[src/rtl/taskwait_tracker_if.sv]
// Event-in / ack-out handshake bundle for taskwait_tracker.
// The slave side is the tracker itself; the master side is the arbiter and ack sink.
interface taskwait_tracker_if #(
  parameter int ACC_BITS    = 4,
  parameter int TASKID_BITS = 64,
  parameter int COMP_BITS   = 32
);
  logic                   in_valid;
  logic                   in_ready;
  logic                   in_type;
  logic [TASKID_BITS-1:0] in_task_id;
  logic [ACC_BITS-1:0]    in_acc_id;
  logic [COMP_BITS-1:0]   in_components;

  logic                   out_valid;
  logic                   out_ready;
  logic [ACC_BITS-1:0]    out_acc_id;
  logic [TASKID_BITS-1:0] out_task_id;
  logic [7:0]             out_code;

  modport master (
    output in_valid, in_type, in_task_id, in_acc_id, in_components, out_ready,
    input  in_ready, out_valid, out_acc_id, out_task_id, out_code
  );

  modport slave (
    input  in_valid, in_type, in_task_id, in_acc_id, in_components, out_ready,
    output in_ready, out_valid, out_acc_id, out_task_id, out_code
  );
endinterface

[src/rtl/taskwait_tracker.sv]
// Tracks outstanding child completions per parent task and acks the waiting
// accelerator once the signed pending count of a task that has been waited on reaches zero.
module taskwait_tracker #(
  parameter int TW_MEM_SIZE = 16,
  parameter int ACC_BITS    = 4,
  parameter int TASKID_BITS = 64,
  parameter int COMP_BITS   = 32
) (
  input  logic                              clk,
  input  logic                              rstn,
  taskwait_tracker_if.slave                 tw,
  output logic [$clog2(TW_MEM_SIZE+1)-1:0]  occupancy,
  output logic                              overflow
);

  localparam int IDX_BITS = $clog2(TW_MEM_SIZE);
  localparam int OCC_BITS = $clog2(TW_MEM_SIZE+1);
  localparam int CNT_BITS = COMP_BITS + 1;

  localparam logic [1:0] IDLE   = 2'd0;
  localparam logic [1:0] LOOKUP = 2'd1;
  localparam logic [1:0] UPDATE = 2'd2;
  localparam logic [1:0] ACK    = 2'd3;

  logic [1:0]             state;
  logic                   started;

  logic                   lat_type;
  logic [TASKID_BITS-1:0] lat_task_id;
  logic [ACC_BITS-1:0]    lat_acc_id;
  logic [COMP_BITS-1:0]   lat_components;

  logic [TW_MEM_SIZE-1:0] ent_valid;
  logic [TW_MEM_SIZE-1:0] ent_req_seen;
  logic [ACC_BITS-1:0]    ent_acc_id  [TW_MEM_SIZE];
  logic [TASKID_BITS-1:0] ent_task_id [TW_MEM_SIZE];
  logic [CNT_BITS-1:0]    ent_count   [TW_MEM_SIZE];

  logic                   lk_hit, lk_no_free;
  logic [IDX_BITS-1:0]    lk_hit_idx, lk_free_idx;
  logic                   hit, no_free;
  logic [IDX_BITS-1:0]    hit_idx, free_idx;

  logic [CNT_BITS-1:0]    base, new_count;
  logic                   is_zero, do_ack, do_free, do_write, do_alloc, do_drop;
  logic [IDX_BITS-1:0]    wr_idx;
  logic [ACC_BITS-1:0]    ack_acc;

  // started keeps in_ready low until the first clock edge after reset release
  assign tw.in_ready = (state == IDLE) && started;
  assign tw.out_code = 8'h01;

  // Descending scan so the lowest-index free slot wins; task IDs are unique in the table
  always_comb begin
    lk_hit      = 1'b0;
    lk_hit_idx  = '0;
    lk_no_free  = 1'b1;
    lk_free_idx = '0;
    for (int i = TW_MEM_SIZE - 1; i >= 0; i--) begin
      if (ent_valid[i] && (ent_task_id[i] == lat_task_id)) begin
        lk_hit     = 1'b1;
        lk_hit_idx = IDX_BITS'(i);
      end
      if (!ent_valid[i]) begin
        lk_no_free  = 1'b0;
        lk_free_idx = IDX_BITS'(i);
      end
    end
  end

  always_comb begin
    base      = hit ? ent_count[hit_idx] : '0;
    new_count = lat_type ? (base + {1'b0, lat_components})
                         : (base - {1'b0, lat_components});
    is_zero   = (new_count == '0);
    do_ack    = is_zero && (lat_type || (hit && ent_req_seen[hit_idx]));
    do_free   = is_zero && hit;
    do_write  = !is_zero && hit;
    do_alloc  = !is_zero && !hit && !no_free;
    do_drop   = !is_zero && !hit && no_free;
    wr_idx    = hit ? hit_idx : free_idx;
    ack_acc   = lat_type ? lat_acc_id : ent_acc_id[hit_idx];
  end

  always_ff @(posedge clk or negedge rstn) begin
    if (!rstn) begin
      state          <= IDLE;
      started        <= 1'b0;
      lat_type       <= 1'b0;
      lat_task_id    <= '0;
      lat_acc_id     <= '0;
      lat_components <= '0;
      hit            <= 1'b0;
      hit_idx        <= '0;
      no_free        <= 1'b0;
      free_idx       <= '0;
      ent_valid      <= '0;
      ent_req_seen   <= '0;
      occupancy      <= '0;
      overflow       <= 1'b0;
      tw.out_valid   <= 1'b0;
      tw.out_acc_id  <= '0;
      tw.out_task_id <= '0;
    end else begin
      started <= 1'b1;
      case (state)
        IDLE: begin
          if (tw.in_valid && started) begin
            lat_type       <= tw.in_type;
            lat_task_id    <= tw.in_task_id;
            lat_acc_id     <= tw.in_acc_id;
            lat_components <= tw.in_components;
            state          <= LOOKUP;
          end
        end
        LOOKUP: begin
          hit      <= lk_hit;
          hit_idx  <= lk_hit_idx;
          no_free  <= lk_no_free;
          free_idx <= lk_free_idx;
          state    <= UPDATE;
        end
        UPDATE: begin
          if (do_free) begin
            ent_valid[hit_idx]    <= 1'b0;
            ent_req_seen[hit_idx] <= 1'b0;
            occupancy             <= occupancy - OCC_BITS'(1);
          end else if (do_write || do_alloc) begin
            ent_valid[wr_idx] <= 1'b1;
            if (lat_type)
              ent_req_seen[wr_idx] <= 1'b1;
            else if (do_alloc)
              ent_req_seen[wr_idx] <= 1'b0;
            if (do_alloc)
              occupancy <= occupancy + OCC_BITS'(1);
          end
          if (do_drop)
            overflow <= 1'b1;
          if (do_ack) begin
            tw.out_valid   <= 1'b1;
            tw.out_acc_id  <= ack_acc;
            tw.out_task_id <= lat_task_id;
            state          <= ACK;
          end else begin
            state <= IDLE;
          end
        end
        ACK: begin
          if (tw.out_ready) begin
            tw.out_valid <= 1'b0;
            state        <= IDLE;
          end
        end
        default: state <= IDLE;
      endcase
    end
  end

  // Payload storage carries no reset; ent_valid alone decides whether a slot is live
  always_ff @(posedge clk) begin
    if ((state == UPDATE) && (do_write || do_alloc)) begin
      ent_count[wr_idx]   <= new_count;
      ent_task_id[wr_idx] <= lat_task_id;
      if (lat_type)
        ent_acc_id[wr_idx] <= lat_acc_id;
    end
  end

endmodule
[src/flat_wrapper.sv]
// flat-port wrapper written by rule: the top's interface ports become plain ports
module taskwait_tracker_flat 
#(
  parameter int TW_MEM_SIZE = 16,
  parameter int ACC_BITS    = 4,
  parameter int TASKID_BITS = 64,
  parameter int COMP_BITS   = 32
)
  (clk, rstn, occupancy, overflow, tw_in_valid, tw_in_type, tw_in_task_id, tw_in_acc_id, tw_in_components, tw_out_ready, tw_in_ready, tw_out_valid, tw_out_acc_id, tw_out_task_id, tw_out_code);
  taskwait_tracker_if #(.ACC_BITS(ACC_BITS), .TASKID_BITS(TASKID_BITS), .COMP_BITS(COMP_BITS)) tw_i ();
  input  logic clk;
  input  logic rstn;
  output logic [$clog2(TW_MEM_SIZE+1)-1:0] occupancy;
  output logic overflow;
  input wire logic [$bits(tw_i.in_valid)-1:0] tw_in_valid;
  input wire logic [$bits(tw_i.in_type)-1:0] tw_in_type;
  input wire logic [$bits(tw_i.in_task_id)-1:0] tw_in_task_id;
  input wire logic [$bits(tw_i.in_acc_id)-1:0] tw_in_acc_id;
  input wire logic [$bits(tw_i.in_components)-1:0] tw_in_components;
  input wire logic [$bits(tw_i.out_ready)-1:0] tw_out_ready;
  output wire logic [$bits(tw_i.in_ready)-1:0] tw_in_ready;
  output wire logic [$bits(tw_i.out_valid)-1:0] tw_out_valid;
  output wire logic [$bits(tw_i.out_acc_id)-1:0] tw_out_acc_id;
  output wire logic [$bits(tw_i.out_task_id)-1:0] tw_out_task_id;
  output wire logic [$bits(tw_i.out_code)-1:0] tw_out_code;
  assign tw_i.in_valid = tw_in_valid;
  assign tw_i.in_type = tw_in_type;
  assign tw_i.in_task_id = tw_in_task_id;
  assign tw_i.in_acc_id = tw_in_acc_id;
  assign tw_i.in_components = tw_in_components;
  assign tw_i.out_ready = tw_out_ready;
  assign tw_in_ready = tw_i.in_ready;
  assign tw_out_valid = tw_i.out_valid;
  assign tw_out_acc_id = tw_i.out_acc_id;
  assign tw_out_task_id = tw_i.out_task_id;
  assign tw_out_code = tw_i.out_code;
  taskwait_tracker #(.TW_MEM_SIZE(TW_MEM_SIZE), .ACC_BITS(ACC_BITS), .TASKID_BITS(TASKID_BITS), .COMP_BITS(COMP_BITS)) u_core (.clk(clk), .rstn(rstn), .tw(tw_i), .occupancy(occupancy), .overflow(overflow));
endmodule
[config.mk]
export PLATFORM = sky130hd
export DESIGN_NAME = taskwait_tracker_flat
export DESIGN_NICKNAME = d
export VERILOG_FILES = /design/src/rtl/taskwait_tracker_if.sv /design/src/rtl/taskwait_tracker.sv /design/src/flat_wrapper.sv
export SDC_FILE = /design/constraint.sdc
export NUM_CORES = 2
export LEC_CHECK = 0
export CAP_MARGIN = 10
export CORE_AREA = 3 3 391 393
export CTS_CLUSTER_DIAMETER = 150
export DETAILED_ROUTE_END_ITERATION = 10
export DIE_AREA = 0 0 394 396
export GPL_ROUTABILITY_DRIVEN = 0
export PLACE_DENSITY = 0.71
export SLEW_MARGIN = 20
export SYNTH_ARGS = -nofsm -noshare
export SYNTH_HDL_FRONTEND = slang
export SYNTH_SLANG_ARGS = --single-unit
[constraint.sdc]
create_clock -name clk -period 10.45 [get_ports clk]
set_input_delay 2.09 -clock clk [delete_from_list [all_inputs] [get_ports clk]]
set_output_delay 2.09 -clock clk [all_outputs]
set_load 0.005 [all_outputs]
After elaboration in Yosys (flattened, before gate mapping)
Memory sizes are Yosys's and may differ from the RTL's.
Index checks and enable logic that the tools add are counted.
{ "op_classes": {"addsub": 4, "order_cmp": 4, "n_eq_ne": 22, "mux": 95, "n_bitwise": 7, "n_reduce_logical": 47} }
{ "op_table": {"columns": ["operator", "n"], "rows": [
  ["equality test 64 bit", 16],
  ["two-way mux 4 bit", 34],
  ["two-way mux 16 bit", 6],
  ["two-way mux 33 bit", 2],
  ["bitwise AND 16 bit", 3],
  ["two-way mux 1 bit", 42],
  ["adder 33 x 32 -> 33 bit", 1],
  ["logical NOT 33 bit", 1],
  ["subtractor 33 x 32 -> 33 bit", 1],
  ["inverter 16 bit", 2],
  ["OR 16 bit", 2],
  ["logical AND 1 bit", 28],
  ["two-way mux 5 bit", 3],
  ["less-than comparator 4 x 5 -> 1 bit (second input constant)", 2],
  ["AND reduction 2 bit", 5],
  ["AND reduction 3 bit", 3],
  ["demux 1 bit (select 4 bit)", 2],
  ["greater-or-equal comparator 4 x 1 -> 1 bit (second input constant)", 2],
  ["one-hot mux 2 bit (4 select lines)", 1],
  ["two-way mux 2 bit", 3],
  ["nonzero test 2 bit", 3],
  ["adder 5 x 1 -> 5 bit (second input constant)", 1],
  ["subtractor 5 x 1 -> 5 bit (second input constant)", 1],
  ["binary-select mux 1 bit (select 4 bit)", 1],
  ["other kinds (9)", 14]
]} }
{ "word_totals": {"regBits": 221, "ram_bits": 1616, "in_bits": 105, "output_inout_bits": 84, "wordCells": 199, "n_memories": 3} }
{ "mem_list": {"columns": ["name", "words", "width", "rd", "rd_ports_with_merged_regs", "wr", "line", "rtl"], "rows": [
  ["u_core.ent_task_id", 16, 64, 16, 0, 1, "taskwait_tracker.sv:36", "logic [TASKID_BITS-1:0] ent_task_id [TW_MEM_SIZE];"],
  ["u_core.ent_count", 16, 33, 1, 0, 1, "taskwait_tracker.sv:37", "logic [CNT_BITS-1:0] ent_count [TW_MEM_SIZE];"],
  ["u_core.ent_acc_id", 16, 4, 1, 0, 1, "taskwait_tracker.sv:35", "logic [ACC_BITS-1:0] ent_acc_id [TW_MEM_SIZE];"]
]} }

Depth between registers and ports, before layout
An unclocked memory read counts as a cell.
{ "logic_depth": {"depth_word": 19, "ltp_mapped": 29, "ltp_nobuf": 27} }

Worst setup path before layout
OpenSTA, ideal clock, no wires.
{ "synth_timing": {"path_type": "flip-flop to flip-flop", "from": "register u_core.hit_idx[0]", "to": "memory u_core.ent_count[7][0] (netlist name), enable pin", "setup_time_ps": 554, "t_arrival_ps": 10527, "required_time_ps": 9896, "setup_slack_ps": -631, "path_stages_with_launch": 21, "path_buffers": 5, "path_cell_list": "dfrtp_1 buf_1 clkbuf_1 clkbuf_1 buf_1 mux4_2 mux4_2 and2_1 ha_1 fa_1 a21o_1 a221oi_2 o211ai_1 a211oi_1 nor2_1 xor2_1 and4b_1 nand3_1 nand2_1 clkbuf_1 nor2_1"} }
{ "synth_via": {"elab_chain_cells": 12, "word_cells_on_any_way": 15} }
{ "synth_lines": {"columns": ["item", "line", "rtl"], "rows": [
  ["start, declared", "taskwait_tracker.sv:42", "logic [IDX_BITS-1:0] hit_idx, free_idx;"],
  ["start signal, assigned", "taskwait_tracker.sv:118", "hit_idx <= lk_hit_idx;"],
  ["memory (16 x 33 bit) (*)", null, null],
  ["two-way mux 33 bit (*)", "taskwait_tracker.sv:72", "base = hit ? ent_count[hit_idx] : '0;"],
  ["subtractor 33 x 32 -> 33 bit / adder 33 x 32 -> 33 bit (equally long branches)", "taskwait_tracker.sv:74, taskwait_tracker.sv:73", null],
  ["two-way mux 33 bit (*)", "taskwait_tracker.sv:73", "new_count = lat_type ? (base + {1'b0, lat_components})"],
  ["named net u_core.new_count[30]", "taskwait_tracker.sv:44", "logic [CNT_BITS-1:0] base, new_count;"],
  ["logical NOT 33 bit (*)", "taskwait_tracker.sv:75", "is_zero = (new_count == '0);"],
  ["logical NOT 1 bit (*)", "taskwait_tracker.sv:78, taskwait_tracker.sv:79", null],
  ["logical AND 1 bit (2 in series)", "taskwait_tracker.sv:79", "do_alloc = !is_zero && !hit && !no_free;"],
  ["logical OR 1 bit (*)", "taskwait_tracker.sv:161", "if ((state == UPDATE) && (do_write || do_alloc)) begin"],
  ["logical AND 1 bit (*)", "taskwait_tracker.sv:161", null],
  ["two-way mux 1 bit (*)", "taskwait_tracker.sv:161", null],
  ["two-way mux 1 bit (implied by the code) (*)", "taskwait_tracker.sv:162", "ent_count[wr_idx] <= new_count;"],
  ["end, declared", "taskwait_tracker.sv:37", null]
]} }
The timed path passes the listed nets; every way through them passes the cells marked *.

Final worst setup path
{ "layout_timing": {"from": "register u_core.hit_idx[0]", "to": "register u_core.occupancy[3]"} }
{ "layout_via": {"elab_chain_cells": 11, "word_cells_on_any_way": 16} }
{ "layout_lines": {"columns": ["item", "line", "rtl"], "rows": [
  ["memory (16 x 33 bit) (*)", null, null],
  ["two-way mux 33 bit (*)", "taskwait_tracker.sv:72", null],
  ["subtractor 33 x 32 -> 33 bit / adder 33 x 32 -> 33 bit (equally long branches)", "taskwait_tracker.sv:74, taskwait_tracker.sv:73", null],
  ["two-way mux 33 bit (*)", "taskwait_tracker.sv:73", null],
  ["named net u_core.new_count[28]", "taskwait_tracker.sv:44", null],
  ["logical NOT 33 bit (*)", "taskwait_tracker.sv:75", null],
  ["logical NOT 1 bit", "taskwait_tracker.sv:78, taskwait_tracker.sv:79", null],
  ["logical AND 1 bit (2 in series)", "taskwait_tracker.sv:79", null],
  ["logical OR 1 bit", "taskwait_tracker.sv:128", "end else if (do_write || do_alloc) begin"],
  ["nonzero test 2 bit (no line)", null, null],
  ["AND reduction 3 bit (no line)", null, null],
  ["end signal, assigned", "taskwait_tracker.sv:127", "occupancy <= occupancy - OCC_BITS'(1);"],
  ["end signal, assigned", "taskwait_tracker.sv:135", "occupancy <= occupancy + OCC_BITS'(1);"],
  ["end, declared", "taskwait_tracker.sv:12", "output logic [$clog2(TW_MEM_SIZE+1)-1:0] occupancy,"]
]} }
Marks and branches as above.
A chain may end at the register's enable or synchronous reset.

==> reports/qor.txt <==
post-synth top area cell: edfxtp_1
antenna-violating nets left: 0
Rows: 142
CP delay by family, top: simple AND/OR/NAND/NOR gates
Cell variety after synth: 83
cell count after synthesis: 4815
CTS Root Buffer Type: clkbuf_16
Final Hold Viols: 0
antenna violations before repair: 14
mean number of vias per cell: 6.449
Worst Skew: 0.05644 ns
dpl cells: 6946
crit path DAT: 9.08 ns
Critical Path Max Stage Delay: 1.03 ns
fin util: 59.10%
count of state elements after synthesis: 1837
Initial Util: 51.79%
Period Utilization, post-route: 80.37%
drt drc: 0
RSZ-0062 raised after global routing: no
Crit Path Class: flop to flop
Post-Layout Cell Count: 7292
I/O pin count: 189
Sequential Area: 54140 um2
IO buf count: 180
vias in the first global route: 45290
total gr overflow: 0
layout cells sized above 1: 15.45%
fillers: 10980
Die Ht: 396 um
power density over cell area: 230.5 nW/um2
clk_lat worst skew: 0.85 ns
Vias: 47020
outcome: finished, final reports clean
hold_buf cts: 0
asr flop ratio synth: 12.03%
cts bufs inserted: 183
CTS clk-pin slew, worst paths: 0.06 ns
Total Wirelength: 231800 um
netlist area before placement: 77570 um2
Final Cell Area: 88510 um2
Nets: 5258
synth cell count leaders: edfxtp_1 (1616), xnor2_1 (438), xor2_1 (380), dfrtp_1 (221), mux4_2 (187)
sequential fraction of the synthesis area: 69.68%
Critical Path Sink Type: flop
yosys warns: 0
crit-path max FO: 46
Setup Viol. Count Final: 0
proportion of netlist area held by the largest area contributor: 62.55%
top_reg_cell synth: edfxtp_1
post-CTS setup buffer count: 0
H-tree depth: 4
count leader, synth: edfxtp_1
drt pass-1 iters: 7
total power: 0.02040 W
Worst IR Drop VDD: 209.8 uV
Core Region: 149800 um2
Max Fclk: 119.1 MHz
final slew viol count: 0
die area: 156000 um2
CP max-delay cell: dfrtp_4
Period minus WS final: 8.399 ns
Syn-to-layout area delta: 14.10%
Placed Area: 82610 um2
Avg WL per Cell: 31.78 um
Bufs on Longest Clock Path: 3
CP bufs+invs: 2
GRT Overall Usage: 29.45%
post-DP HPWL: 145700 um
Critical Path RT: 11.13 ns
first-pass GRT wire length: 329000 um
ranking of synthesized cells by area: edfxtp_1 (63%), dfrtp_1 (7.1%), mux4_2 (5.4%), xnor2_1 (4.9%), xor2_1 (4.3%)
Tightest Pin Transition: 1.171 ns
Max-slew headroom: 21.85%
Post-synth EDFFs: 1616
critical path startpoint category: flop
post_cts resized: 0
pin count of the biggest net entering global routing: 94
Static Leakage: 29.24 nW
max_cap viols: 0
Clock Sink Count: 1837
critical path cell sequence: buf_4 -> mux4_2 -> mux4_2 -> and2_1 -> ha_1 -> and3_1 -> a221o_1 -> a21oi_1 -> o21a_1 -> o2bb2ai_1 -> xor2_1 -> inv_1 -> or4_1 -> or4_1 -> nor2_1 -> ha_1 -> a21o_1 -> a21oi_1 -> xor2_1 -> nand2_1 -> nor2_1 -> nand4_1 -> o31ai_1 -> a211oi_1
CTS tree: yes
Mapped Avg Cell Area: 16.11 um2
worst hold path class: flop to flop
multi-input gate area in the final layout: 22240 um2
die width: 394 um
First DRT Iteration DRCs: 7739
==> placed cells by master, fill, tap and decap left out, drive strengths merged, types with 110 or more instances in the layout <==
master	count
edfxtp	1616
xnor2	438
xor2	380
clkbuf	240
dfrtp	221
mux4	187
clkdlybuf4s50	179
nand2	179
buf	174
nor4	146
nand4	141
inv	124
mux2	115
nor2	110
==> metal layers <==
layer	up-vias	GRT usage [%]	wire length [um]	part of all wire, %
met5	-	0	20	0.0086
li1	19130	-	-	-
met2	3330	43.06	101400	44
met4	4	11.67	10400	4.5
met1	23970	41.95	89210	38
met3	586	8.379	30710	13
==> area by class of cell <==
| type | count | share of cell area, % |
|---|---|---|
| diodes | 6 | 0.01696 |
| clock buffers | 240 | 5.543 |
| clock inverters | 100 | 1.046 |
| inverters | 131 | 0.5555 |
| multi-input cells | 2609 | 25.13 |
| flip-flops and latches | 1837 | 61.16 |
| well taps | 2016 | 2.850 |
| repair buffers | 353 | 3.697 |
==> registers in the layout, summed over array words and instances (netlist names), 5 cells and up, named ones only <==
name / flops
u_core.lat_task_id: 64
u_core.ent_task_id: 1024
u_core.ent_count: 528
u_core.ent_valid: 16
u_core.lat_components: 32
u_core.ent_acc_id: 64
u_core.tw.out_task_id: 64
u_core.occupancy: 5
==> worst paths after layout <==
check                                       from                  endpoint  slack, ns  cells past startpoint
setup / recovery               u_core.hit_idx[0]       u_core.occupancy[3]       2.05                     24
hold / removal             u_core.lat_task_id[6]  u_core.ent_task_id[7][6]       0.46                      0
setup reg to reg               u_core.hit_idx[0]       u_core.occupancy[3]       2.05                     24
hold reg to reg            u_core.lat_task_id[6]  u_core.ent_task_id[7][6]       0.46                      0
max in group asynchronous                   rstn    u_core.lat_task_id[26]       7.66                      2
min in group asynchronous                   rstn    u_core.lat_task_id[56]       1.27                      1
==> stage by stage <==
stage / worst slack [ns] / setup TNS, ns / hold slack, ns
final: 2.051 / 0 / 0.4583
after global routing: 1.538 / 0 / 0.4667
after CTS: 2.103 / 0 / 0.4583
after detailed placement: 2.154 / 0 / 0.4462
after global placement: 2.303 / 0 / 0.4388
after floorplan: -0.6310 / -976.76 / 0.4585
==> cells by family (layout without fill, tap and decap cells) <==
| logic type | after synthesis | after routing | synth area share, % |
|---|---|---|---|
| flops | 1837 | 1837 | 69.68 |
| simple gates | 879 | 879 | 6.158 |
| xor+xnor | 818 | 818 | 9.235 |
| compound gates | 554 | 554 | 5.127 |
| buf+inv | 376 | 824 | 1.939 |
| mux | 311 | 311 | 7.215 |
| fa+ha+maj | 38 | 38 | 0.6323 |
| other cells | 2 | 15 | 0.009681 |
==> power breakdown <==
group          internal, W  switching, W
Clock              0.00361       0.00281
Sequential         0.00915      0.000307
Combinational      0.00125       0.00327
Total               0.0140       0.00639
Power figures use the tool's default switching activity.
